$ cat src/rtl/seq_mult8_shift_add_if.sv
`default_nettype none
// ============================================================================
//  Module      : seq_mult8_shift_add_if
//  Description : Operand/product valid-ready bundle for seq_mult8_shift_add.
//                The master side supplies operands and accepts products.
//                The slave side is the multiplier.
//  Revision    : 1.0  initial release
// ============================================================================
interface seq_mult8_shift_add_if #(
    parameter int WIDTH = 8
);
    logic               in_valid;
    logic               in_ready;
    logic [WIDTH-1:0]   a;
    logic [WIDTH-1:0]   b;
    logic               out_valid;
    logic               out_ready;
    logic [2*WIDTH-1:0] product;
    logic               busy;

    modport master (
        output in_valid, a, b, out_ready,
        input  in_ready, out_valid, product, busy
    );

    modport slave (
        input  in_valid, a, b, out_ready,
        output in_ready, out_valid, product, busy
    );
endinterface
`default_nettype wire

$ cat src/rtl/seq_mult8_shift_add.sv
`default_nettype none
// ============================================================================
//  Module      : seq_mult8_shift_add
//  Description : Sequential 8x8 unsigned shift-and-add multiplier.
//                It reuses a single 8-bit carry-skip adder, with one add per cycle.
//                Operands arrive over a valid/ready port.
//                The 16-bit product leaves over a valid/ready port.
//                Optional macro EARLY_TERM_EN: finish CALC as soon as the
//                remaining multiplier bits are all zero.
//  Revision    : 1.0  initial release
// ============================================================================
module seq_mult8_shift_add #(
    parameter int WIDTH = 8,
    parameter int CNT_W = 4
) (
    input  wire logic               clk,
    input  wire logic               rst,
    seq_mult8_shift_add_if.slave    bus
);

    localparam logic [1:0] c_IDLE = 2'd0;
    localparam logic [1:0] c_CALC = 2'd1;
    localparam logic [1:0] c_DONE = 2'd2;

    logic [1:0]         r_state;
    logic [WIDTH-1:0]   r_m;
    logic [WIDTH-1:0]   r_a;
    logic [WIDTH-1:0]   r_q;
    logic               r_c;
    logic [CNT_W-1:0]   r_cnt;

    logic [WIDTH-1:0]   w_sum;
    logic               w_cout;
    logic [WIDTH-1:0]   w_a_n;
    logic               w_c_n;
    logic [2*WIDTH:0]   w_full;
    logic [2*WIDTH:0]   w_next;
    logic               w_done;
    logic               w_out_valid;

    // Carry-skip adder A+M (cin=0): 4-bit ripple blocks, with a skip path
    // that passes the block carry-in straight through when every bit propagates.
    always_comb begin : adder
        logic v_carry;
        logic v_blk_cin;
        logic v_prop;
        v_carry   = 1'b0;
        v_blk_cin = 1'b0;
        v_prop    = 1'b0;
        w_sum     = '0;
        for (int blk = 0; blk < WIDTH / 4; blk++) begin
            v_blk_cin = v_carry;
            v_prop    = 1'b1;
            for (int i = 0; i < 4; i++) begin
                w_sum[blk*4+i] = r_a[blk*4+i] ^ r_m[blk*4+i] ^ v_carry;
                v_carry = (r_a[blk*4+i] & r_m[blk*4+i]) |
                          (v_carry & (r_a[blk*4+i] ^ r_m[blk*4+i]));
                v_prop  = v_prop & (r_a[blk*4+i] ^ r_m[blk*4+i]);
            end
            if (v_prop) begin
                v_carry = v_blk_cin;
            end
        end
        w_cout = v_carry;
    end

    // One iteration: conditionally add M, then form the unshifted {C,A,Q}.
    // r_c is always zero between iterations, because the previous shift moved it into A[7].
    assign w_a_n  = r_q[0] ? w_sum  : r_a;
    assign w_c_n  = r_q[0] ? w_cout : r_c;
    assign w_full = {w_c_n, w_a_n, r_q};

`ifdef EARLY_TERM_EN
    logic [WIDTH-1:0]   w_mask;
    logic               w_rest_zero;

    // After this iteration the unprocessed multiplier bits are Q[cnt-1:1].
    // If they are all zero, shift the remaining cnt positions in one step.
    assign w_mask      = (WIDTH'(1) << (r_cnt - CNT_W'(1))) - WIDTH'(1);
    assign w_rest_zero = (((r_q >> 1) & w_mask) == '0);
    assign w_done      = w_rest_zero;
    assign w_next      = w_rest_zero ? (w_full >> r_cnt) : (w_full >> 1);
`else
    assign w_done = (r_cnt == CNT_W'(1));
    assign w_next = w_full >> 1;
`endif

    // Control FSM and datapath registers.
    always_ff @(posedge clk or posedge rst) begin
        if (rst) begin
            r_state <= c_IDLE;
            r_m     <= '0;
            r_a     <= '0;
            r_q     <= '0;
            r_c     <= 1'b0;
            r_cnt   <= '0;
        end else begin
            case (r_state)
                c_IDLE: begin
                    if (bus.in_valid) begin
                        r_m     <= bus.a;
                        r_q     <= bus.b;
                        r_a     <= '0;
                        r_c     <= 1'b0;
                        r_cnt   <= CNT_W'(WIDTH);
                        r_state <= c_CALC;
                    end
                end
                c_CALC: begin
                    r_c   <= w_next[2*WIDTH];
                    r_a   <= w_next[2*WIDTH-1:WIDTH];
                    r_q   <= w_next[WIDTH-1:0];
                    r_cnt <= w_done ? '0 : (r_cnt - CNT_W'(1));
                    if (w_done) begin
                        r_state <= c_DONE;
                    end
                end
                c_DONE: begin
                    if (bus.out_ready) begin
                        r_state <= c_IDLE;
                    end
                end
                default: begin
                    r_state <= c_IDLE;
                end
            endcase
        end
    end

    // Handshake outputs are decoded from state.
    // The product is forced to zero outside DONE, so it reads zero in reset.
    assign w_out_valid   = (r_state == c_DONE);
    assign bus.in_ready  = (r_state == c_IDLE);
    assign bus.out_valid = w_out_valid;
    assign bus.busy      = (r_state != c_IDLE);
    assign bus.product   = w_out_valid ? {r_a, r_q} : '0;

endmodule
`default_nettype wire
$ cat src/flat_wrapper.sv
// flat-port wrapper written by rule: the top's interface ports become plain ports
module seq_mult8_shift_add_flat 
#(
    parameter int WIDTH = 8,
    parameter int CNT_W = 4
)
  (clk, rst, bus_in_valid, bus_a, bus_b, bus_out_ready, bus_in_ready, bus_out_valid, bus_product, bus_busy);
  seq_mult8_shift_add_if #(.WIDTH(WIDTH)) bus_i ();
  input  wire logic clk;
  input  wire logic rst;
  input wire logic [$bits(bus_i.in_valid)-1:0] bus_in_valid;
  input wire logic [$bits(bus_i.a)-1:0] bus_a;
  input wire logic [$bits(bus_i.b)-1:0] bus_b;
  input wire logic [$bits(bus_i.out_ready)-1:0] bus_out_ready;
  output wire logic [$bits(bus_i.in_ready)-1:0] bus_in_ready;
  output wire logic [$bits(bus_i.out_valid)-1:0] bus_out_valid;
  output wire logic [$bits(bus_i.product)-1:0] bus_product;
  output wire logic [$bits(bus_i.busy)-1:0] bus_busy;
  assign bus_i.in_valid = bus_in_valid;
  assign bus_i.a = bus_a;
  assign bus_i.b = bus_b;
  assign bus_i.out_ready = bus_out_ready;
  assign bus_in_ready = bus_i.in_ready;
  assign bus_out_valid = bus_i.out_valid;
  assign bus_product = bus_i.product;
  assign bus_busy = bus_i.busy;
  seq_mult8_shift_add #(.WIDTH(WIDTH), .CNT_W(CNT_W)) u_core (.clk(clk), .rst(rst), .bus(bus_i));
endmodule
$ cat config.mk
export PLATFORM = sky130hd
export DESIGN_NAME = seq_mult8_shift_add_flat
export DESIGN_NICKNAME = d
export VERILOG_FILES = /design/src/rtl/seq_mult8_shift_add_if.sv /design/src/rtl/seq_mult8_shift_add.sv /design/src/flat_wrapper.sv
export SDC_FILE = /design/constraint.sdc
export NUM_CORES = 1
export LEC_CHECK = 0
export CORE_MARGIN = 2
export CORE_UTILIZATION = 50
export CTS_CLUSTER_SIZE = 25
export DETAILED_ROUTE_END_ITERATION = 10
export PLACE_DENSITY = 0.79
export SYNTH_ARGS = -nofsm -noshare
export SYNTH_HDL_FRONTEND = slang
export SYNTH_SLANG_ARGS = --single-unit
$ cat constraint.sdc
create_clock -name clk -period 4.2 [get_ports clk]
set_input_delay 1.05 -clock clk [delete_from_list [all_inputs] [get_ports clk]]
set_output_delay 1.05 -clock clk [all_outputs]
set_load 0.02 [all_outputs]
==> summary.md <==
| Metric | Value |
|---|---|
| Via count | 1,335 |
| Avg Synthesized Cell Area | 10.5 sq um |
| Post_cts resized | 0 |
| Total CTS buffers | 5 |
| I/O Pins | 39 |
| Setup Skew | 0.00419 ns |
| Net Count, Synth | 206 |
| Fin. Hold Viols | 0 |
| Die H | 63.5 um |
| Top cells by count, synth | dfrtp_1 (30), nand2_1 (25), and2_1 (16), mux2i_1 (13) |
| Seq cells post-synth | 30 |
| First-pass GRT wire length | 6650 um |
| Placed cell count | 248 |
| WP data required | 4.46 ns |
| Max Fclk | 264 MHz |
| Share of cells above drive strength 1 | 0.100 |
| Initial Util | 0.526 |
| Setup Buffers After CTS | 0 |
| CP Max Fanout | 4 |
| Max IR drop VDD | 0.361 mV |
| Filler cells | 298 |
| Vias per Instance | 5.21 |
| Int Power | 0.891 mW |
| Seq/Total Area, Yosys | 0.424 |
| Power Total | 1.54 mW |
| GPL Wtd Cong | 0.796 |
| Hold slack | 0.525 ns |
| Most area-hungry cell type in the Yosys netlist | dfrtp_1 |
| Die area | 0.00403 sq mm |
| Max Cap Viol | 0 |
| Area of the multi-input gates | 938 sq um |
| FFs w/ async S/R, synth | 1.00 |
| Startpoint types | register |
| Pwr Density | 679 mW/mm^2 |
| Initial antenna violation count | 0 |
| Core area | 0.00336 sq mm |
| ANT nets after route | 0 |
| DRC viols | 0 |
| Post-synth top area share | 0.424 |
| Crit path time final | 3.78 ns |
| Setup_tns | 0 ns |
| Status | completed |
| Register cell area after layout | 751 sq um |
| H-tree depth | 2 |
| Unique cell type count in the Yosys netlist | 30 |
| Synth top area cells | dfrtp_1 (42%), fa_1 (7.9%), mux2i_1 (7.3%) |
| Dpl hpwl | 2860 um |
| Non-Filler Instances | 256 |
| Switching share of power | 0.420 |
| Top-count cell post-synth | dfrtp_1 |
| Max Slew Vio Count | 0 |
| Pre-antenna DRT Iters | 4 |
| Sequential Power Share | 0.386 |
| Setup-failing EPs final | 0 |
| GRT Total Usage | 0.217 |
| Place WS | 0.437 ns |
| Net switching power | 0.646 mW |
| Fin crit share | 0.901 |
| CTS Sinks | 30 |
| Synth Flop Type | dfrtp_1 |
| Setup ws final | 0.416 ns |
| HP Class | register to register |
| Area growth syn-to-layout | 28.0% |
| Routed WL | 3940 um |
| DIE WIDTH | 63.5 um |
| Fin nets | 246 |
| Rows | 21 |
| R2r setup slk | 0.42 ns |
| Worst-path clk slew | 0.10 ns |
| Worst EP arrival | 4.04 ns |
| Routed wire per std cell | 15.4 um |
| Synthesized area | 0.00177 sq mm |
| Largest net degree at the start of global routing | 31 |
| RSZ-0062 raised after global routing | no |
| First DRT Iteration DRCs | 61 |
| Post-CTS Hold Buffers | 0 |
| Clock share of power | 0.144 |
| Synth Instances | 169 |
| CP Capture Type | register |
| Leakage power | 0.966 nW |
| YS warnings | 0 |
| Clock Latency Late Sink | 0.34 ns |
| Number of global-route vias before repair | 1,425 |
| CTS tree | done |
| N_diodes | 0 |
| Comb power frac | 0.471 |
| Max clock buf depth | 2 |
| CTS root buf | clkbuf_4 |
| Port Buffers | 38 |
| Post-synth EDFFs | 0 |
| Grt ovf | 0 |
| Relative slew margins | 0.300 |
| WS Path Type | register to register |
| Worst-Margin Slew | 1.05 ns |
## cells in the final DEF, fill, tap and decap left out, drive strengths merged
| cell type | instances |
|---|---|
| a211oi | 1 |
| a21oi | 2 |
| a32o | 1 |
| and2 | 16 |
| buf | 3 |
| clkbuf | 8 |
| clkdlybuf4s50 | 38 |
| dfrtp | 30 |
| fa | 7 |
| ha | 10 |
| inv | 10 |
| mux2 | 6 |
| mux2i | 13 |
| nand2 | 25 |
| nand2b | 2 |
| nand4 | 2 |
| nor2 | 3 |
| nor2b | 3 |
| nor3b | 1 |
| o21ai | 13 |
| o21bai | 2 |
| o22ai | 8 |
| o311ai | 1 |
| o31ai | 1 |
| o41ai | 1 |
| or2 | 1 |
| or3b | 1 |
| or4 | 1 |
## critical path, cell delays in order, from the launching register on
cell and delay (ns):
dfrtp_1 0.43, ha_1 0.23, fa_1 0.38, fa_1 0.39
fa_1 0.39, and2_1 0.16, fa_1 0.37, fa_1 0.37
inv_1 0.08, fa_1 0.20, fa_1 0.41, nand2_1 0.07
o21ai_0 0.09, o22ai_1 0.14
## registers in the layout (all words and copies together) (netlist names)
register and cells:
u_core.r_state 2, u_core.r_a 8, u_core.r_m 8, u_core.r_cnt 4, u_core.r_q 8
## cells by family after synthesis
| group | count (synthesis) | share of synthesized area |
|---|---|---|
| compound gates | 30 | 0.103 |
| fa+ha+maj | 17 | 0.150 |
| buf+inv | 18 | 0.0459 |
| flops | 30 | 0.424 |
| mux | 19 | 0.112 |
| simple gates | 55 | 0.165 |
## per-stage QoR
stage,util,cell area [sq um]
after global placement,0.650,2190
after global routing,0.674,2270
after CTS,0.674,2270
after detailed placement,0.650,2190
after floorplan,-,1770
final,0.674,2270
## final cells by class
type,instances,area share
Tap cell,46,0.0254
Clock buffer,8,0.0348
Inverter,10,0.0166
Timing Repair Buffer,41,0.178
Sequential cell,30,0.331
Multi-Input combinational cell,121,0.414
## power groups by stage
stage          Sequential [mW]  Clock (mW)  Combinational, mW
2_1_floorplan            0.536           0              0.576
3_3_place_gp             0.581           0              0.679
3_5_place_dp             0.596           0              0.729
5_1_grt                  0.615       0.240              0.826
6_report                 0.593       0.221              0.724
4_1_cts                  0.591       0.225              0.734
## worst paths after layout
check                                          start                        end  cells after the start
max reg2reg                u_core.r_a[0]$_DFFE_PP0P_  u_core.r_a[6]$_DFFE_PP0P_                     13
max                        u_core.r_a[0]$_DFFE_PP0P_  u_core.r_a[6]$_DFFE_PP0P_                     13
max in group asynchronous                        rst  u_core.r_q[4]$_DFFE_PP0P_                      3
min in group asynchronous                        rst  u_core.r_q[0]$_DFFE_PP0P_                      3
min                        u_core.r_q[1]$_DFFE_PP0P_  u_core.r_q[0]$_DFFE_PP0P_                      2
min reg2reg                u_core.r_q[1]$_DFFE_PP0P_  u_core.r_q[0]$_DFFE_PP0P_                      2
## routing by layer
layer	global-route usage	vias up	routed length [um]
met5	0	-	0
met4	0.0815	0	65
met3	0.0482	6	155
met2	0.389	35	2070
met1	0.252	640	1650
li1	-	654	-
No activity file was read; power rests on OpenSTA's default activity.
